### config.mk
export PLATFORM = sky130hd
export DESIGN_NAME = load_store_unit_flat
export DESIGN_NICKNAME = d
export VERILOG_FILES = /design/src/rtl/load_store_unit_if.sv /design/src/rtl/load_store_unit.sv /design/src/flat_wrapper.sv
export SDC_FILE = /design/constraint.sdc
export NUM_CORES = 1
export LEC_CHECK = 0
export CAP_MARGIN = 20
export CORE_ASPECT_RATIO = 1.4
export CORE_MARGIN = 3
export CORE_UTILIZATION = 40
export CTS_CLUSTER_SIZE = 10
export DETAILED_ROUTE_END_ITERATION = 10
export PLACE_DENSITY = 0.79
export SYNTH_ARGS = -nofsm -noshare
export SYNTH_HDL_FRONTEND = slang
export SYNTH_SLANG_ARGS = --single-unit
### constraint.sdc
create_clock -name iClk -period 2.71 [get_ports iClk]
set_input_delay 0.271 -clock iClk [delete_from_list [all_inputs] [get_ports iClk]]
set_output_delay 0.271 -clock iClk [all_outputs]
set_load 0.05 [all_outputs]
### src/rtl/load_store_unit_if.sv
// Bus bundle between the load/store unit and its memory slave.
// The slave returns load data right-aligned to addr and stores bytes from addr upward.
interface WISHBONE_IF;
   logic [31:0] addr;
   logic [31:0] data_write;
   logic [31:0] data_read;
   logic [1:0]  width;
   logic        we;
   logic        stb;
   logic        cyc;
   logic        ack;

   modport master (output addr, data_write, width, we, stb, cyc, input data_read, ack);
   modport slave  (input addr, data_write, width, we, stb, cyc, output data_read, ack);
endinterface

### src/rtl/load_store_unit.sv
// Single-outstanding load/store unit: checks alignment and funct3, runs one bus
// access with a timeout, then reports one valid or fault pulse.
module load_store_unit #(
   parameter int TIMEOUT = 16
) (
   input  logic        iClk,
   input  logic        iRst,
   input  logic        iReq,
   input  logic        iWe,
   input  logic [2:0]  iFunct3,
   input  logic [31:0] iAddr,
   input  logic [31:0] iData,
   output logic        oBusy,
   output logic        oValid,
   output logic [31:0] oData,
   output logic        oFault,
   WISHBONE_IF.master  mem_wb
);

   typedef enum logic [1:0] {IDLE = 2'd0, BUS = 2'd1, RESP = 2'd2} state_t;

   localparam logic [7:0] TMO_LAST = 8'(TIMEOUT - 1);

   state_t      state_r;
   logic [2:0]  funct3_r;
   logic [7:0]  tmo_cnt_r;
   logic        req_fault_s;
   logic [1:0]  width_s;

   function automatic logic [31:0] extend_load(input logic [2:0] f3, input logic [31:0] d);
      logic [31:0] r;
      case (f3)
         3'b000:  r = {{24{d[7]}}, d[7:0]};
         3'b001:  r = {{16{d[15]}}, d[15:0]};
         3'b100:  r = {24'h000000, d[7:0]};
         3'b101:  r = {16'h0000, d[15:0]};
         default: r = d;
      endcase
      return r;
   endfunction

   // Request legality and bus width decode; unsigned loads have no store form.
   always_comb begin
      req_fault_s = 1'b1;
      width_s     = 2'b00;
      case (iFunct3)
         3'b000: begin width_s = 2'b00; req_fault_s = 1'b0;                   end
         3'b001: begin width_s = 2'b01; req_fault_s = iAddr[0];               end
         3'b010: begin width_s = 2'b10; req_fault_s = |iAddr[1:0];            end
         3'b100: begin width_s = 2'b00; req_fault_s = iWe;                    end
         3'b101: begin width_s = 2'b01; req_fault_s = iWe | iAddr[0];         end
         default: begin width_s = 2'b00; req_fault_s = 1'b1;                  end
      endcase
   end

   // Control FSM with registered CPU outputs and bus fields.
   always_ff @(posedge iClk or negedge iRst) begin
      if (!iRst) begin
         state_r           <= IDLE;
         funct3_r          <= 3'b000;
         tmo_cnt_r         <= 8'd0;
         oBusy             <= 1'b0;
         oValid            <= 1'b0;
         oFault            <= 1'b0;
         oData             <= 32'h0000_0000;
         mem_wb.cyc        <= 1'b0;
         mem_wb.stb        <= 1'b0;
         mem_wb.we         <= 1'b0;
         mem_wb.addr       <= 32'h0000_0000;
         mem_wb.data_write <= 32'h0000_0000;
         mem_wb.width      <= 2'b00;
      end else begin
         oValid <= 1'b0;
         oFault <= 1'b0;
         oData  <= 32'h0000_0000;
         case (state_r)
            IDLE: begin
               if (iReq) begin
                  oBusy <= 1'b1;
                  if (req_fault_s) begin
                     state_r <= RESP;
                     oFault  <= 1'b1;
                  end else begin
                     state_r           <= BUS;
                     funct3_r          <= iFunct3;
                     tmo_cnt_r         <= 8'd0;
                     mem_wb.addr       <= iAddr;
                     mem_wb.we         <= iWe;
                     mem_wb.data_write <= iData;
                     mem_wb.width      <= width_s;
                     mem_wb.cyc        <= 1'b1;
                     mem_wb.stb        <= 1'b1;
                  end
               end else begin
                  oBusy <= 1'b0;
               end
            end
            BUS: begin
               // ack on the final timeout edge still completes normally
               if (mem_wb.ack) begin
                  state_r    <= RESP;
                  mem_wb.cyc <= 1'b0;
                  mem_wb.stb <= 1'b0;
                  oValid     <= 1'b1;
                  oData      <= mem_wb.we ? 32'h0000_0000 : extend_load(funct3_r, mem_wb.data_read);
               end else if (tmo_cnt_r == TMO_LAST) begin
                  state_r    <= RESP;
                  mem_wb.cyc <= 1'b0;
                  mem_wb.stb <= 1'b0;
                  oFault     <= 1'b1;
               end else begin
                  tmo_cnt_r <= tmo_cnt_r + 8'd1;
               end
            end
            RESP: begin
               state_r <= IDLE;
               oBusy   <= 1'b0;
            end
            default: begin
               state_r    <= IDLE;
               oBusy      <= 1'b0;
               mem_wb.cyc <= 1'b0;
               mem_wb.stb <= 1'b0;
            end
         endcase
      end
   end

endmodule

### src/flat_wrapper.sv
// flat-port wrapper written by rule: the top's interface ports become plain ports
module load_store_unit_flat 
#(
   parameter int TIMEOUT = 16
)
  (iClk, iRst, iReq, iWe, iFunct3, iAddr, iData, oBusy, oValid, oData, oFault, mem_wb_addr, mem_wb_data_write, mem_wb_width, mem_wb_we, mem_wb_stb, mem_wb_cyc, mem_wb_data_read, mem_wb_ack);
  WISHBONE_IF mem_wb_i ();
  input  logic iClk;
  input  logic iRst;
  input  logic iReq;
  input  logic iWe;
  input  logic [2:0] iFunct3;
  input  logic [31:0] iAddr;
  input  logic [31:0] iData;
  output logic oBusy;
  output logic oValid;
  output logic [31:0] oData;
  output logic oFault;
  output wire logic [$bits(mem_wb_i.addr)-1:0] mem_wb_addr;
  output wire logic [$bits(mem_wb_i.data_write)-1:0] mem_wb_data_write;
  output wire logic [$bits(mem_wb_i.width)-1:0] mem_wb_width;
  output wire logic [$bits(mem_wb_i.we)-1:0] mem_wb_we;
  output wire logic [$bits(mem_wb_i.stb)-1:0] mem_wb_stb;
  output wire logic [$bits(mem_wb_i.cyc)-1:0] mem_wb_cyc;
  input wire logic [$bits(mem_wb_i.data_read)-1:0] mem_wb_data_read;
  input wire logic [$bits(mem_wb_i.ack)-1:0] mem_wb_ack;
  assign mem_wb_addr = mem_wb_i.addr;
  assign mem_wb_data_write = mem_wb_i.data_write;
  assign mem_wb_width = mem_wb_i.width;
  assign mem_wb_we = mem_wb_i.we;
  assign mem_wb_stb = mem_wb_i.stb;
  assign mem_wb_cyc = mem_wb_i.cyc;
  assign mem_wb_i.data_read = mem_wb_data_read;
  assign mem_wb_i.ack = mem_wb_ack;
  load_store_unit #(.TIMEOUT(TIMEOUT)) u_core (.iClk(iClk), .iRst(iRst), .iReq(iReq), .iWe(iWe), .iFunct3(iFunct3), .iAddr(iAddr), .iData(iData), .oBusy(oBusy), .oValid(oValid), .oData(oData), .oFault(oFault), .mem_wb(mem_wb_i));
endmodule
==> results of run 1 <==
==> worst max-delay path by stage <==
stage,start,to,cells after the start
after floorplan,u_core.state_r[1]$_DFFE_PN0P_,u_core.tmo_cnt_r[4]$_DFFE_PN0P_,5
after global placement,iFunct3[0],u_core.mem_wb.data_write[2]$_DFFE_PN0P_,5
after detailed placement,iFunct3[0],u_core.mem_wb.data_write[10]$_DFFE_PN0P_,5
after CTS,u_core.mem_wb.we$_DFFE_PN0P_,mem_wb_we,1
after global routing,u_core.state_r[0]$_DFFE_PN0P_,u_core.mem_wb.data_write[20]$_DFFE_PN0P_,4
final,u_core.state_r[0]$_DFFE_PN0P_,u_core.mem_wb.data_write[10]$_DFFE_PN0P_,4
==> state kept, by name, indices dropped and copies added (netlist names) <==
signal and cells:
u_core.mem_wb.data_write 32, u_core.tmo_cnt_r 8, u_core.mem_wb.addr 32, u_core.oData 32
u_core.state_r 2, u_core.oFault 1, u_core.mem_wb.width 2, u_core.oValid 1
u_core.mem_wb.stb 1, u_core.mem_wb.we 1, u_core.funct3_r 3, u_core.oBusy 1
==> worst max-delay path: stages, from the launching register on <==
cell,delay [ns]
dfrtp_1,0.45
nor3b_1,0.49
o21ai_4,0.10
buf_4,0.34
mux2_2,0.36
==> stage by stage <==
step | util [%] | instances | worst slack [ns]
after floorplan | - | 318 | 1.09
after global placement | 62.6 | 651 | 0.492
after detailed placement | 62.6 | 651 | 0.408
after CTS | 68.5 | 683 | 0.785
after global routing | 68.5 | 683 | 0.740
final | 68.5 | 683 | 0.804
==> routing by layer <==
| layer | wire length (µm) | global-route usage, % | vias up |
|---|---|---|---|
| met5 | 0 | 0 | - |
| met3 | 731 | 5.94 | 15 |
| met4 | 177 | 7.65 | 0 |
| met1 | 4030 | 20.1 | 1617 |
| met2 | 6480 | 34.2 | 119 |
| li1 | - | - | 1521 |
==> cell type report <==
type / instances / area (µm²) / area share (%)
clock inverter: 10 / 155 / 2.14
clock buffer: 21 / 460 / 6.36
sequential: 116 / 2900 / 40.1
inverter: 17 / 63.8 / 0.881
timing repair buffer: 213 / 2130 / 29.4
multi-input combinational: 168 / 1360 / 18.8
tap: 138 / 173 / 2.38
==> cell usage in the layout (no fill, tap or decap), drive strengths merged, types with 3 or more instances in the layout <==
cell type / synthesis / layout
and2: 8 / 8
clkinv: 0 / 4
inv: 17 / 17
nor4: 3 / 3
o21ai: 14 / 14
a21oi: 28 / 28
dfrtp: 116 / 116
buf: 11 / 6
mux2: 70 / 70
bufinv: 0 / 4
clkdlybuf4s50: 0 / 206
clkbuf: 6 / 21
nor3: 3 / 3
nor2: 5 / 5
nand3: 4 / 4
nand2: 11 / 11
==> where the power goes <==
group,switching (W),internal (W)
Clock,0.000727,0.00157
Sequential,0.000311,0.00221
Combinational,0.00210,0.00125
==> logic make-up (layout without fill, tap and decap cells) <==
logic type / after synthesis / after routing
muxes: 72 / 72
xor gates and xnor gates: 2 / 2
DFF: 116 / 116
buffers and inverters: 34 / 261
AOI/OAI and AO/OA: 48 / 48
and+or+nand+nor: 45 / 45
adders and majority gates: 1 / 1
==> results by group, run 1 <==
Global route
  • Vias in the first global route: 3436
  • Initial antenna violation count: 0
  • Largest net degree at the start of global routing: 56
  • First-pass GRT wire length: 17400 µm
  • All-layer global routing usage: 18.9%
  • Total gr overflow: 0

Clock network
  • Post-cts sizing count: 0
  • Sinks on Clock Net: 116
  • Setup bufs post-CTS: 0
  • # hold bufs at CTS: 1
  • TritonCTS Buffers: 17
  • Clock-pin slew on the worst setup and hold paths: 0.05 ns
  • Insertion delay to the later sink of the worst-skew pair: 0.40 ns
  • Longest Clk Path Bufs: 2
  • H-tree depth: 4
  • TritonCTS clock tree: built
  • Root buffer cell: clkbuf_16

Yosys
  • Compound-Gate Fraction of Synth Area: 5.97%
  • Synthesized area per cell: 13.8 µm²
  • Post-synth ARST share: 100%
  • Main flop type after synthesis: dfrtp_1
  • Post-Syn Nets: 423
  • Synthesized flop and latch total: 116
  • Top cells by area, synth: dfrtp_1, mux2_2, a21oi_1
  • Most instantiated cells after synthesis: dfrtp_1, mux2_2, a21oi_1, inv_1, o21ai_0
  • Distinct cells, synth: 34
  • Warnings from Yosys: 0
  • EDFF count, synth: 0
  • Post-Synth XOR/XNOR Area: 0.398%
  • Top-count cell post-synth: dfrtp_1
  • Mux cell area share after synthesis: 18.4%
  • Share of the synthesized area in the top cell type: 66.0%
  • Register area share after synthesis: 66.0%
  • Post-Synth Simple-Gate Area: 5.60%
  • Cell accounting for the most synthesized area: dfrtp_1
  • Netlist Area Pre-Place: 4400 µm²
  • Synth Instances: 318
  • Largest family of logic cells by synthesized area: multiplexers
  • Post-Synth Adder-Cell Area: 0.284%

Routing
  • Initial DRC count: 80
  • DR DRC count: 0
  • DR vias/cell: 4.79
  • First-pass iteration count of the detailed router: 4
  • Antenna viol nets, final: 0
  • WL final: 11400 µm
  • Average wire per standard cell: 16.7 µm
  • Via count: 3272

Floorplan
  • Die area: 12300 µm²
  • Die W: 94.6 µm
  • Initial Utilization: 41.6%
  • FP Rows: 44
  • Core area: 10600 µm²
  • IO Pins: 208
  • Die height: 130 µm

Run
  • Max-cap check violation count: 0

Timing
  • Slew headroom: 48.5%
  • FMAX: 525 MHz
  • Hold Violations, Final: 0
  • RSZ-0062 raised after global routing: no
  • Fin crit period: 1.91 ns
  • TNS Setup: 0 ns
  • Final setup vio count: 0
  • Final Skew: 0.00763 ns
  • Fin. max-slew vios: 0
  • Crit share post-route: 70.3%
  • Least-Margin Pin Slew: 0.773 ns
  • Hold slack: 0.363 ns

Final layout
  • Filler cells: 807
  • Design area: 7240 µm²
  • Area grow syn2layout: 64.6%
  • ANT cells: 0
  • Fin nets: 638
  • Layout cells sized above 1: 20.0%

Placed design
  • Port bufs: 207
  • RD Place Congestion: 0.793
  • Detailed Place HPWL: 8370 µm
  • Placed cell area: 6620 µm²

Run status
  • Outcome: finished, final reports clean

Critical path
  • CP Max Fanout: 55
  • Reg2reg setup slack: 0.80 ns
  • Worst Path Class, Setup: reg2reg
  • CP required: 2.99 ns
  • R2R depth: 4
  • Worst flop-to-flop path endpoint: u_core.mem_wb.data_write[10]$_DFFE_PN0P_
  • R2r startpoint: u_core.state_r[0]$_DFFE_PN0P_
  • Worst path arrival time: 2.18 ns
  • Critical Path Sink Type: flop
  • CP Launch Type: flop

Pwr
  • Leakage Power: 3.17 nW
  • Total power per unit cell area: 1130 nW/µm²
  • Peak VDD IR: 0.661 mV
  • Total power: 0.00817 W

Hold path
  • Worst min-delay path category: in2async
No activity file was read; power rests on OpenSTA's default activity.
==> run 2: changes to the inputs <==
==> constraint.sdc (replaced) <==
create_clock -name iClk -period 1.8 [get_ports iClk]
set_input_delay 0.18 -clock iClk [delete_from_list [all_inputs] [get_ports iClk]]
set_output_delay 0.18 -clock iClk [all_outputs]
set_load 0.05 [all_outputs]
==> results by group, run 2 (synthesis gave the netlist of run 1 again) <==
Run status
  • Outcome: finished, final reports clean

Routing
  • Antenna viol nets, final: 0
  • DR DRC count: 0
  • Via count: 3324
  • WL final: 11200 µm
  • Average wire per standard cell: 16.0 µm
  • First-pass iteration count of the detailed router: 4
  • Initial DRC count: 104
  • DR vias/cell: 4.76

Floorplan
  • Core area: 10600 µm²
  • Die W: 94.6 µm
  • FP Rows: 44
  • Initial Utilization: 41.6%
  • Die height: 130 µm
  • Die area: 12300 µm²
  • IO Pins: 208

Timing
  • Least-Margin Pin Slew: 0.553 ns
  • TNS Setup: 0 ns
  • Crit share post-route: 97.9%
  • Final Skew: 0.00643 ns
  • Slew headroom: 63.0%
  • Fin. max-slew vios: 0
  • Final setup vio count: 0
  • FMAX: 567 MHz
  • Hold Violations, Final: 0
  • RSZ-0062 raised after global routing: no
  • Fin crit period: 1.76 ns

Pwr
  • Total power per unit cell area: 1660 nW/µm²
  • Leakage Power: 3.30 nW
  • Peak VDD IR: 0.917 mV

Clock network
  • Longest Clk Path Bufs: 2
  • Root buffer cell: clkbuf_16
  • H-tree depth: 4
  • Sinks on Clock Net: 116
  • Insertion delay to the later sink of the worst-skew pair: 0.40 ns
  • TritonCTS Buffers: 17
  • TritonCTS clock tree: built
  • Clock-pin slew on the worst setup and hold paths: 0.06 ns

Final layout
  • Layout cells sized above 1: 22.8%
  • Commonest non-fill, non-tap cells in the layout: clkdlybuf4s50_1, dfrtp_1, mux2_2
  • Fin nets: 653
  • Area grow syn2layout: 68.0%
  • Final core occ: 69.9%
  • Regs by FF count: u_core.mem_wb.addr (32), u_core.mem_wb.data_write (32), u_core.oData (32)
  • Most common cell after layout, fill and taps aside: clkdlybuf4s50_1
  • ANT cells: 0
  • Filler cells: 753

Critical path
  • CP cell instances: clkdlybuf4s50_1
  • Worst Path Class, Setup: reg2out
  • Worst path arrival time: 1.58 ns
  • CP Launch Type: flop
  • CP required: 1.62 ns
  • Worst path bufs/invs: 1
  • CP max stage cell: clkdlybuf4s50_1
  • Largest delay share family, worst path: buffers and inverters
  • Reg2reg setup slack: 0.11 ns
  • Critical Path Sink Type: output pin
  • Worst path max stage delay: 0.84 ns
  • CP Max Fanout: 2

Global route
  • Total gr overflow: 0
  • Largest net degree at the start of global routing: 62
  • Initial antenna violation count: 0
  • First-pass GRT wire length: 17400 µm
  • All-layer global routing usage: 18.6%
  • Vias in the first global route: 3493

Placed design
  • Port bufs: 207
  • Detailed Place HPWL: 8390 µm
  • RD Place Congestion: 0.778

Hold path
  • Worst min-delay path category: in2async

Run
  • Max-cap check violation count: 0
-- run 2: metrics by stage --
stage / instances / power, W / cell area [µm²] / hold slack, ns / worst slack [ns]
2_1_floorplan: 318 / 0.00698 / 4400 / -0.116 / 0.183
3_3_place_gp: 666 / 0.00885 / 6750 / 0.117 / -0.172
3_5_place_dp: 666 / 0.00897 / 6750 / 0.131 / -0.197
4_1_cts: 699 / 0.0124 / 7380 / 0.249 / 0.0108
5_1_grt: 699 / 0.0128 / 7390 / 0.268 / 0.00352
6_report: 699 / 0.0123 / 7390 / 0.242 / 0.0377
-- run 2: cell type report --
| cell class | instances | area, µm² | area share [%] |
|---|---|---|---|
| multi-input cells | 168 | 1360 | 18.4 |
| well taps | 138 | 173 | 2.34 |
| clock inverters | 14 | 178 | 2.40 |
| clock buffers | 18 | 439 | 5.94 |
| inverters | 17 | 63.8 | 0.863 |
| flip-flops and latches | 116 | 2900 | 39.3 |
| repair buffers | 228 | 2280 | 30.8 |
-- run 2: timing repair --
action	CTS	global route
setup endpoints to repair	0	5
setup buffers	0	0
endpoints found under the hold margin	27	0
resized for setup	0	5
hold buffers	1	0
-- run 2: report_power, final --
part           internal, W  switching, W
Sequential         0.00333      0.000378
Combinational      0.00193       0.00324
Clock              0.00223       0.00119
Total              0.00749       0.00481
-- run 2: path summary, 6_finish.rpt --
path / start / end / depth (start not counted)
max: u_core.mem_wb.data_write[16]$_DFFE_PN0P_ / mem_wb_data_write[16] / 1
min: iRst / u_core.oData[22]$_DFF_PN0_ / 2
max reg2reg: u_core.tmo_cnt_r[0]$_DFFE_PN0P_ / u_core.tmo_cnt_r[4]$_DFFE_PN0P_ / 5
min reg2reg: u_core.mem_wb.data_write[31]$_DFFE_PN0P_ / u_core.mem_wb.data_write[31]$_DFFE_PN0P_ / 1
max in group asynchronous: iRst / u_core.tmo_cnt_r[3]$_DFFE_PN0P_ / 3
min in group iClk: mem_wb_data_read[16] / u_core.oData[16]$_DFF_PN0_ / 3
-- run 2: layer usage --
metal	up-vias	wire length (µm)	track usage, %
met4	0	276	7.90
met5	-	0	0
met1	1615	3950	19.9
met2	130	6210	33.8
met3	23	729	5.25
li1	1556	-	-
==> run 3: changes to the inputs <==
--- a/config.mk
+++ b/config.mk
@@ -12,6 +12,7 @@
 export CTS_CLUSTER_SIZE = 10
 export DETAILED_ROUTE_END_ITERATION = 10
 export PLACE_DENSITY = 0.79
+export RECOVER_POWER = 25
 export SYNTH_ARGS = -nofsm -noshare
 export SYNTH_HDL_FRONTEND = slang
 export SYNTH_SLANG_ARGS = --single-unit
==> results by group, run 3 (synthesis gave the netlist of run 1 again) <==
Critical path
  • WP depth: 1
  • Worst path bufs/invs: 1
  • Critical Path Sink Type: output pin
  • Largest delay share family, worst path: buffers and inverters
  • R2r startpoint: u_core.tmo_cnt_r[0]$_DFFE_PN0P_
  • CP Max Fanout: 2
  • Worst Path Class, Setup: reg2out
  • CP cell instances: clkdlybuf4s50_1
  • R2R depth: 5
  • CP Launch Type: flop
  • CP max stage cell: clkdlybuf4s50_1
  • Reg2reg setup slack: 0.11 ns
  • CP required: 1.62 ns
  • Worst path arrival time: 1.58 ns
  • Worst path max stage delay: 0.84 ns
  • Worst flop-to-flop path endpoint: u_core.tmo_cnt_r[4]$_DFFE_PN0P_
  • CP Launch Point: u_core.mem_wb.data_write[16]$_DFFE_PN0P_
  • Crit path to: mem_wb_data_write[16]

Routing
  • DR vias/cell: 4.75
  • First-pass iteration count of the detailed router: 4
  • Initial DRC count: 104
  • WL final: 11200 µm
  • Average wire per standard cell: 16.0 µm
  • DR DRC count: 0
  • Via count: 3323
  • Antenna viol nets, final: 0

Timing
  • Hold Violations, Final: 0
  • Final Skew: 0.00585 ns
  • Final worst slack: 0.0375 ns
  • Fin crit period: 1.76 ns
  • Fin. max-slew vios: 0
  • Slew headroom: 51.7%
  • FMAX: 567 MHz
  • Crit share post-route: 97.9%
  • RSZ-0062 raised after global routing: no
  • Least-Margin Pin Slew: 0.725 ns
  • Final setup vio count: 0

Run
  • Max-cap check violation count: 0

Clock network
  • TritonCTS Buffers: 17
  • TritonCTS clock tree: built
  • Clock-pin slew on the worst setup and hold paths: 0.06 ns
  • H-tree depth: 4
  • Insertion delay to the later sink of the worst-skew pair: 0.40 ns
  • Sinks on Clock Net: 116
  • Longest Clk Path Bufs: 2
  • Root buffer cell: clkbuf_16

Global route
  • Largest net degree at the start of global routing: 62
  • Vias in the first global route: 3493
  • Initial antenna violation count: 0
  • Total gr overflow: 0
  • All-layer global routing usage: 18.6%
  • First-pass GRT wire length: 17400 µm

Final layout
  • Multi-input logic area: 1360 µm²
  • Regs by FF count: u_core.mem_wb.addr (32), u_core.mem_wb.data_write (32), u_core.oData (32)
  • Design area: 7380 µm²
  • Register area: 2900 µm²
  • Most common cell after layout, fill and taps aside: clkdlybuf4s50_1
  • Layout cells sized above 1: 22.6%
  • ANT cells: 0
  • Commonest non-fill, non-tap cells in the layout: clkdlybuf4s50_1, dfrtp_1, mux2_2
  • Filler cells: 752
  • Area grow syn2layout: 67.7%
  • Fin nets: 653

Placed design
  • RD Place Congestion: 0.778
  • Post-Place Setup Slack: -0.197 ns
  • Port bufs: 207
  • Detailed Place HPWL: 8390 µm
  • Placed cell area: 6750 µm²

Pwr
  • Leakage Power: 3.29 nW
  • Total power per unit cell area: 1670 nW/µm²
  • Peak VDD IR: 0.917 mV

Floorplan
  • Initial Utilization: 41.6%
  • Core area: 10600 µm²
  • IO Pins: 208
  • Die height: 130 µm
  • Die area: 12300 µm²
  • FP Rows: 44
  • Die W: 94.6 µm

Run status
  • Outcome: finished, final reports clean

Hold path
  • Worst min-delay path category: in2reg
## run 3: cell count changes in the layout (fill, tap and decap cells not counted), sizes merged
cell	previous run	this run
buf	22	21
clkbuf	18	19
## run 3: layer usage
| metal | track usage [%] | wire length (µm) |
|---|---|---|
| met1 | 19.9 | 3950 |
| met2 | 33.8 | 6210 |
| met3 | 5.25 | 734 |
| met4 | 7.90 | 275 |
| met5 | 0 | 0 |
## run 3: repair_timing
action                                 CTS  global route
endpoints found under the hold margin   27             0
buffers inserted                         0             0
hold buffers                             1             0
setup endpoints to repair                0             5
gates resized for setup                  0             5
## run 3: stage by stage
step / total power, W / hold slack, ns / std cells / utilization (%) / TNS (ns)
global placement: 0.00885 / 0.117 / 666 / 63.9 / -11.61
finish: 0.0123 / 0.317 / 699 / 69.8 / 0
global route: 0.0128 / 0.310 / 699 / 69.8 / 0
CTS: 0.0124 / 0.249 / 699 / 69.8 / 0
floorplan: 0.00698 / -0.116 / 318 / - / 0
detailed placement: 0.00897 / 0.131 / 666 / 63.9 / -12.85
## run 3: final cells by class
type	count	area share [%]
Sequential cell	116	39.3
Clock buffer	18	5.95
Clock inverter	14	2.41
Tap cell	138	2.34
Inverter	17	0.865
Multi-Input combinational cell	168	18.4
Timing Repair Buffer	228	30.7
## run 3: worst min path at each step
stage,cells after the start,slack (ns),from,endpoint
3_3_place_gp,1,0.12,iRst,u_core.oData[21]$_DFF_PN0_
5_1_grt,3,0.31,mem_wb_data_read[19],u_core.oData[19]$_DFF_PN0_
3_5_place_dp,1,0.13,iRst,u_core.oData[22]$_DFF_PN0_
6_report,3,0.32,mem_wb_data_read[16],u_core.oData[16]$_DFF_PN0_
2_1_floorplan,0,-0.12,iRst,u_core.funct3_r[0]$_DFFE_PN0P_
4_1_cts,2,0.25,iRst,u_core.oData[22]$_DFF_PN0_
## run 3: report_power, final
| part | internal (W) | switching, W | total (W) |
|---|---|---|---|
| logic | 0.00193 | 0.00324 | 0.00517 |
| clock network | 0.00223 | 0.00119 | 0.00342 |
| registers | 0.00333 | 0.000378 | 0.00371 |
| total | 0.00748 | 0.00481 | 0.0123 |
